## config.mk

```make
export PLATFORM = sky130hd
export DESIGN_NAME = vx_barrier_ctl
export DESIGN_NICKNAME = d
export VERILOG_FILES = /design/src/rtl/vx_barrier_ctl.sv
export SDC_FILE = /design/constraint.sdc
export NUM_CORES = 1
export LEC_CHECK = 0
export CORE_UTILIZATION = 55
export DETAILED_ROUTE_END_ITERATION = 16
export PLACE_DENSITY = 0.85
export SYNTH_ARGS = -nofsm -noshare
export SYNTH_HDL_FRONTEND = slang
export SYNTH_SLANG_ARGS = --single-unit
export TNS_END_PERCENT = 10
```

## constraint.sdc

```tcl
create_clock -name clk -period 2.1 [get_ports clk]
set_clock_uncertainty 0.15 [all_clocks]
set_input_delay 0.21 -clock clk [delete_from_list [all_inputs] [get_ports clk]]
set_output_delay 0.21 -clock clk [all_outputs]
set_load 0.02 [all_outputs]
```

## src/rtl/vx_barrier_ctl.sv

```systemverilog
`default_nettype none
// ============================================================================
// Module      : vx_barrier_ctl
// Description : Consumer end of the warp-control barrier channel. Accepts one
//               barrier request per cycle and tracks arrival count, waiting-warp
//               mask and phase per barrier entry. Returns a registered
//               warp-unlock pulse/mask to the scheduler (latency 1). Also
//               provides a combinational phase lookup for the barrier_phase
//               result path.
// Ports       : clk            core clock
//               reset          asynchronous, active-low reset
//               bar_valid      request strobe (always accepted)
//               bar_wid        requesting warp
//               bar_id         barrier index (out-of-range ids are ignored)
//               bar_is_async   0: sync barrier, 1: async arrive/wait
//               bar_is_arrive  async only: 1 = arrive, 0 = wait
//               bar_phase      async wait: phase the warp waits on
//               bar_size_m1    participating warps minus 1
//               phase_rd_id    phase lookup index
//               phase_rd       current phase of entry phase_rd_id
//               unlock_valid   one-cycle release pulse
//               unlock_mask    warps to release (valid with unlock_valid)
//               perf_bar_done  [BAR_PERF_EN] barrier completions (wrapping)
//               perf_bar_stalls[BAR_PERF_EN] accumulated stalled-warp cycles
// Config      : BAR_PERF_EN  defined -> adds perf_bar_done/perf_bar_stalls
// Revision    : 1.0  initial release
// ============================================================================
module vx_barrier_ctl #(
  parameter INSTANCE_ID  = "",
  parameter NUM_WARPS    = 4,
  parameter NUM_BARRIERS = 4,
  localparam NW_BITS     = (NUM_WARPS    > 1) ? $clog2(NUM_WARPS)    : 1,
  localparam NB_BITS     = (NUM_BARRIERS > 1) ? $clog2(NUM_BARRIERS) : 1
) (
  input  logic                 clk,
  input  logic                 reset,
  input  logic                 bar_valid,
  input  logic [NW_BITS-1:0]   bar_wid,
  input  logic [NB_BITS-1:0]   bar_id,
  input  logic                 bar_is_async,
  input  logic                 bar_is_arrive,
  input  logic                 bar_phase,
  input  logic [NW_BITS-1:0]   bar_size_m1,
  input  logic [NB_BITS-1:0]   phase_rd_id,
  output logic                 phase_rd,
  output logic                 unlock_valid,
  output logic [NUM_WARPS-1:0] unlock_mask
`ifdef BAR_PERF_EN
  ,
  output logic [31:0]          perf_bar_done,
  output logic [31:0]          perf_bar_stalls
`endif
);

  // Debug tag only; no hardware is generated for it.
  if (INSTANCE_ID != "") begin : g_debug_tag
  end

  // Per-entry state
  logic [NW_BITS-1:0]   r_count [NUM_BARRIERS];
  logic [NUM_WARPS-1:0] r_wmask [NUM_BARRIERS];
  logic [NUM_BARRIERS-1:0] r_phase;

  // Resolution of the current request against its entry
  logic                 w_hit;
  logic                 w_done;
  logic                 w_complete;
  logic                 w_release;
  logic [NUM_WARPS-1:0] w_release_mask;
  logic [NUM_WARPS-1:0] w_onehot;
  logic [NW_BITS-1:0]   w_cnt_nxt;
  logic [NUM_WARPS-1:0] w_wm_nxt;
  logic                 w_ph_nxt;

  // Lookup returns the pre-update phase, which is what an arriving warp's
  // result must carry, so no bypass from the update path is needed.
  always_comb begin
    phase_rd = 1'b0;
    if (32'(phase_rd_id) < NUM_BARRIERS) phase_rd = r_phase[phase_rd_id];
  end

  always_comb begin
    w_hit          = bar_valid && (32'(bar_id) < NUM_BARRIERS);
    w_onehot       = NUM_WARPS'(1) << bar_wid;
    w_done         = (r_count[bar_id] == bar_size_m1);
    w_cnt_nxt      = r_count[bar_id];
    w_wm_nxt       = r_wmask[bar_id];
    w_ph_nxt       = r_phase[bar_id];
    w_release      = 1'b0;
    w_release_mask = '0;
    w_complete     = 1'b0;
    if (w_hit) begin
      if (!bar_is_async || bar_is_arrive) begin
        // Arrival (sync, or async arrive)
        if (w_done) begin
          w_complete     = 1'b1;
          w_release      = 1'b1;
          // A sync arriver is itself stalled and joins the release; an async
          // arriver never stalls. Release fires even with an empty mask.
          w_release_mask = r_wmask[bar_id] | (bar_is_async ? '0 : w_onehot);
          w_cnt_nxt      = '0;
          w_wm_nxt       = '0;
          w_ph_nxt       = ~r_phase[bar_id];
        end else begin
          w_cnt_nxt = r_count[bar_id] + NW_BITS'(1);
          if (!bar_is_async) w_wm_nxt = r_wmask[bar_id] | w_onehot;
        end
      end else begin
        // Async wait: a phase mismatch means the awaited phase already
        // completed, so the waiter is released at once with no state change.
        if (bar_phase != r_phase[bar_id]) begin
          w_release      = 1'b1;
          w_release_mask = w_onehot;
        end else begin
          w_wm_nxt = r_wmask[bar_id] | w_onehot;
        end
      end
    end
  end

  always_ff @(posedge clk or negedge reset) begin
    if (!reset) begin
      for (int i = 0; i < NUM_BARRIERS; i++) begin
        r_count[i] <= '0;
        r_wmask[i] <= '0;
      end
      r_phase      <= '0;
      unlock_valid <= 1'b0;
      unlock_mask  <= '0;
    end else begin
      unlock_valid <= w_release;
      unlock_mask  <= w_release_mask;
      if (w_hit) begin
        r_count[bar_id] <= w_cnt_nxt;
        r_wmask[bar_id] <= w_wm_nxt;
        r_phase[bar_id] <= w_ph_nxt;
      end
    end
  end

`ifdef BAR_PERF_EN
  // Warps currently parked on any barrier, counted once per cycle.
  logic [NUM_WARPS-1:0] w_stalled;
  always_comb begin
    w_stalled = '0;
    for (int i = 0; i < NUM_BARRIERS; i++) w_stalled = w_stalled | r_wmask[i];
  end

  always_ff @(posedge clk or negedge reset) begin
    if (!reset) begin
      perf_bar_done   <= '0;
      perf_bar_stalls <= '0;
    end else begin
      perf_bar_done   <= perf_bar_done + 32'(w_complete);
      perf_bar_stalls <= perf_bar_stalls + 32'($countones(w_stalled));
    end
  end
`else
  // Completion flag only feeds the performance counters.
  logic w_unused_complete;
  assign w_unused_complete = w_complete;
`endif

endmodule
`default_nettype wire

```

* Word-level counts from Yosys, hierarchy flattened *
Index checks and enable logic that the tools add are counted.

word-level totals
  bits of input ports = 14
  logic and storage cells = 67
  bits in latches = 0
  output and inout bits = 6
  register bits after elaboration = 33
  RAM bits = 0
  memories = 0
  ROM bits = 0

cells by class
  equality and inequality tests = 2
  reduce and logical (&&, ||, !) cells = 4
  shift-type cells = 1
  div/mod/pow operators = 0
  multiply operators = 0
  bitwise operators = 4
  $lt $le $gt $ge = 5
  mux-type cells = 39
  add/sub/neg operators = 1

operators by type and width
  cell                                                                                  number
  4-bit two-way mux                                                                     13
  16-bit bitwise mux                                                                    1
  2-bit two-way mux                                                                     6
  1-bit two-way mux                                                                     10
  4-bit binary-select mux with 2-bit select                                             1
  8-bit bitwise mux                                                                     1
  4-bit demux with 2-bit select                                                         1
  4-bit OR                                                                              2
  2-bit by 3-bit less-than comparator with 1-bit output (second input constant)         2
  1-bit binary-select mux with 2-bit select                                             2
  2-bit binary-select mux with 2-bit select                                             1
  4-bit bitwise mux                                                                     1
  2-bit demux with 2-bit select                                                         1
  1-bit by 2-bit << shifter with 4-bit output (first input constant)                    1
  3-bit greater-or-equal comparator (second input constant)                             1
  3-bit by 1-bit less-than comparator with 1-bit output (second input constant)         1
  2-bit NOT with 3-bit output                                                           1
  2-bit by 1-bit adder with 2-bit output (second input constant)                        1
  1-bit demux with 2-bit select                                                         1
  2-bit == test                                                                         1
  2-bit by 1-bit greater-or-equal comparator with 1-bit output (second input constant)  1
  1-bit logical AND                                                                     2
  1-bit logical NOT                                                                     1
  1-bit logical OR                                                                      1
  2 further kinds                                                                       2

* Depth between registers and ports, before layout *
  depth after elaboration = 10
  gate-level depth with buffers = 7
  gate-level depth less buffers = 5

* Worst setup path before layout *
Ideal clock, no wire load.

  kind = register -> register
  start point = register r_count[0] (netlist bit)
  end point = register r_phase[0]
  setup time = 0.129 ns
  cell stages (with the launch flop) = 6
  period minus slack after synthesis = 1.838 ns
  data arrival time = 1.559 ns
  path slack = 0.262 ns
  buffers on the path = 0
  required time = 1.821 ns
  path through = dfrtp_1 > mux4_2 > xnor2_2 > nand3_1 > xnor2_1 > o21ai_0

on the way
  longest elaborated chain between the ends = 8

RTL lines
  item                                                   RTL line  text
  from (decl)                                            60        logic [NW_BITS-1:0] r_count [NUM_BARRIERS];
  from (signal, indexed assignment)                      134       r_count[bar_id] <= w_cnt_nxt;
  2-bit binary-select mux with 2-bit select              85        w_done = (r_count[bar_id] == bar_size_m1);
  2-bit two-way mux (implied by the code) (2 in series)  85
  2-bit == test                                          85
  1-bit two-way mux                                      95        if (w_done) begin
  1-bit two-way mux                                      93        if (!bar_is_async || bar_is_arrive) begin
  1-bit two-way mux                                      92        if (w_hit) begin
  4-bit bitwise mux                                      136       r_phase[bar_id] <= w_ph_nxt;
  to (signal, indexed assignment)                        136
  to (decl)                                              62        logic [NUM_BARRIERS-1:0] r_phase;

No other way between the ends. The select of a mux whose other input is x is not followed.
A chain may end at the register's enable or synchronous reset.

* Worst setup path in the final report *
  start point = input port bar_id[1]
  end point = register r_wmask[5] (netlist bit)

on the way
  longest elaborated chain between the ends = 10
  elaborated cells between the ends (all ways) = 23
  those cells by class = order compare (2); eq/ne (2); mux (16); bitwise (2); reduce/logical (1)

RTL lines
  item                                                   RTL line      text
  from (decl)                                            39            input logic [NB_BITS-1:0] bar_id,
  2-bit NOT with 3-bit output (implied by the code)      -
  4-bit binary-select mux with 2-bit select              87, 106, 115
  4-bit two-way mux (implied by the code) (2 in series)  87, 106, 115
  4-bit OR                                               106, 115
  4-bit two-way mux                                      106           if (!bar_is_async) w_wm_nxt = r_wmask[bar_id] | w_onehot;
  4-bit two-way mux                                      95
  4-bit two-way mux                                      93
  4-bit two-way mux                                      92
  16-bit bitwise mux (*)                                 135           r_wmask[bar_id] <= w_wm_nxt;
  to (signal, indexed assignment)                        135
  to (decl)                                              61            logic [NUM_WARPS-1:0] r_wmask [NUM_BARRIERS];

Mark *: on every way between the ends. The rest lies on a longest branch, timed or not. The select of a mux whose other input is x is not followed.

==> impl_metrics.ini <==
[run_status]
status = completed

[timing]
max_clock_freq_mhz = 482.9
hold_slack_ns = 0.1046
slew_violations = 0
fin_crit_sh_pct = 98.60
tns_ns = 0
hold_violations = 0
grt_setup_unrepaired = true
fin_ws_ns = 0.02935
setup_viol = 0
worst_pin_slew_ns = 0.4109
slew_headroom_pct = 72.61
min_period_ns = 2.071

[worst_setup_path]
cp.required_ns = 2.16
path_max_fanout = 8
setup.worst_path.end_class = register
critPathKind = in -> reg
crit_arrival_ns = 2.13
start_kind = input port
r2r_cells = 5

[clock_network]
clkTransAtPathRegs_ns = 0.10
clock_path_buffers = 2
cts_tree = yes
clk_latency_ns = 0.34
cts.sinks = 33
hold_buffers = 0
htreeDepth = 2
cts_root_buf = clkbuf_4
cts-buffers-inserted = 5

[final_layout]
final_util_pct = 74.63
multi_input_area_um2 = 914.6
diodes = 0
final_cells = 260
fin_nets = 229
finalInstanceArea_um2 = 2278
num-fill-cells = 218
register_area_um2 = 825.8
drive_above_1_share_pct = 25.46
area_growth_pct = 28.33

[job]
max_cap_violations = 0

[pwr]
peakVddDrop_mv = 0.7977
powerDensity_nw_per_um2 = 1145
power_frac_comb_pct = 42.5
power_switching_mw = 0.9029
power.internal_mw = 1.705
sequentialPowerShare_pct = 38.5
clock_power_share_pct = 19.0
p_leak_nw = 0.9970
swShare_pct = 34.62
power.total_mw = 2.608

[placed_design]
globalplace.congestion = 0.8335
post-place-ws_ns = -0.4582
portBuffers = 19
placed_area_um2 = 2156
hpwl_um = 3022
dp_cells = 251

[floorplanning]
ios = 20
rows = 20
die_area_um2 = 3459
core_area_um2 = 3053
die_h_um = 58.82
die_w_um = 58.82
initial_utilization_pct = 58.16

[logic_synthesis]
syn-num-nets = 188
synth.distinct_cells = 34
ys_seq_area_share_pct = 46.51
synthCells = 174
yosys_warnings = 0
syn_avg_cell_area_um2 = 10.20
netlist_area_um2 = 1775
ys_seq_elements = 33

[min_path]
hp-class = in -> async

[routing]
drt_wl_total_um = 4126
drt-pass1-iter-count = 4
viasPerCell = 5.788
drt_iter0_drc = 96
via_count = 1505
wire_per_inst_um = 15.87
drcViolationCount = 0
ant_nets = 0

[global_routing]
grt_pass1_wl_um = 6900
antenna_found_initial = 0
grt_usage_pct = 27.80
grt_max_degree = 34
grt-ovfl-total = 0
grt_pass1_vias = 1519
## power groups by stage
stage	Sequential [mW]	Combinational [mW]	Clock [mW]
2_1_floorplan	0.982	0.671	0
3_3_place_gp	0.995	0.988	0
3_5_place_dp	1.01	1.05	0
4_1_cts	0.995	1.07	0.503
5_1_grt	1.02	1.23	0.532
6_report	1.01	1.11	0.496
## synth_stat cells
cell / instances / area share, %
a211oi_1: 2 / 0.85
a211oi_2: 1 / 0.70
a21oi_1: 9 / 2.5
a221oi_2: 6 / 5.1
and2_1: 1 / 0.35
buf_1: 3 / 0.63
buf_2: 3 / 0.85
buf_6: 1 / 0.63
clkbuf_1: 4 / 0.85
dfrtp_1: 33 / 47
inv_1: 4 / 0.85
mux2_2: 1 / 0.63
mux2i_1: 2 / 1.1
mux2i_2: 1 / 0.78
mux4_2: 7 / 8.9
nand2_1: 33 / 7.0
nand2b_1: 3 / 1.1
nand3_1: 2 / 0.56
nand3b_1: 2 / 0.85
nor2_1: 8 / 1.7
nor2b_1: 1 / 0.35
nor3_1: 2 / 0.56
nor3b_1: 2 / 0.85
o211a_1: 1 / 0.56
o21a_1: 1 / 0.42
o21ai_0: 21 / 5.9
o21ai_1: 11 / 3.1
o21ba_1: 1 / 0.56
o22ai_1: 1 / 0.35
o311ai_0: 1 / 0.49
or3b_2: 1 / 0.49
xnor2_1: 3 / 1.5
xnor2_2: 1 / 0.92
xnor2_4: 1 / 1.6
## registers in the layout, indices dropped and copies added, names as in the netlist
name,count
r_count,8
r_phase,4
r_wmask,16
unlock_mask,4
unlock_valid,1
## per-layer routing
layer / GRT usage (%) / up-vias / share of wire [%]
met3: 6.813 / 8 / 5.5
met5: 0 / - / 0
li1: - / 703 / -
met2: 47.24 / 44 / 52
met4: 10.88 / 0 / 1.8
met1: 34.17 / 750 / 41
## critical path: stages
cell,delay [ns]
clkdlybuf4s50_1,0.49
buf_4,0.18
mux2i_1,0.31
xnor2_1,0.22
mux2i_4,0.17
a221oi_2,0.41
o21ai_0,0.15
## layout by cell type, fill, tap and decap left out, types with 5 or more instances in the layout
master / synthesis / routed
a21oi_1: 9 / 8
a221oi_2: 6 / 6
buf_4: 0 / 26
clkbuf_4: 0 / 5
clkdlybuf4s50_1: 0 / 17
dfrtp_1: 33 / 33
mux4_2: 7 / 7
nand2_1: 33 / 33
nor2_1: 8 / 8
o21ai_0: 21 / 20
o21ai_1: 11 / 12
## repair_timing
| action | in CTS | in global routing |
|---|---|---|
| gates resized for setup | 5 | 3 |
| setup endpoints to repair | 16 | 24 |
| setup buffers | 0 | 1 |
| hold endpoints to repair | 0 | 0 |
| pin swaps | 0 | 1 |
## cells by family after synthesis
family	count (synthesis)	synth area share (%)
muxes	11	11.42
buffers and inverters	15	3.805
DFF	33	46.51
xor gates and xnor gates	5	3.947
and+or+nand+nor	55	13.74
AOI/OAI and AO/OA	55	20.58
## worst paths after layout
kind,start,slack (ns),end
max in group asynchronous,reset,1.38,r_wmask[15]
hold reg to reg,r_wmask[4],0.34,r_wmask[4]
setup reg to reg,r_count[0],0.03,r_wmask[5]
setup / recovery,bar_id[1],0.03,r_wmask[5]
min in group clk,r_wmask[4],0.34,r_wmask[4]
hold / removal,reset,0.10,r_wmask[14]
## layout make-up
cell class                 count  area share (%)
tap                           44           2.416
clock inverter                 1           1.318
timing repair buffer          45           16.80
sequential                    33           36.24
inverter                       4          0.6590
multi-input combinational    126           40.14
clock buffer                   7           2.416
Note: power is estimated with default switching activity, not from simulation.
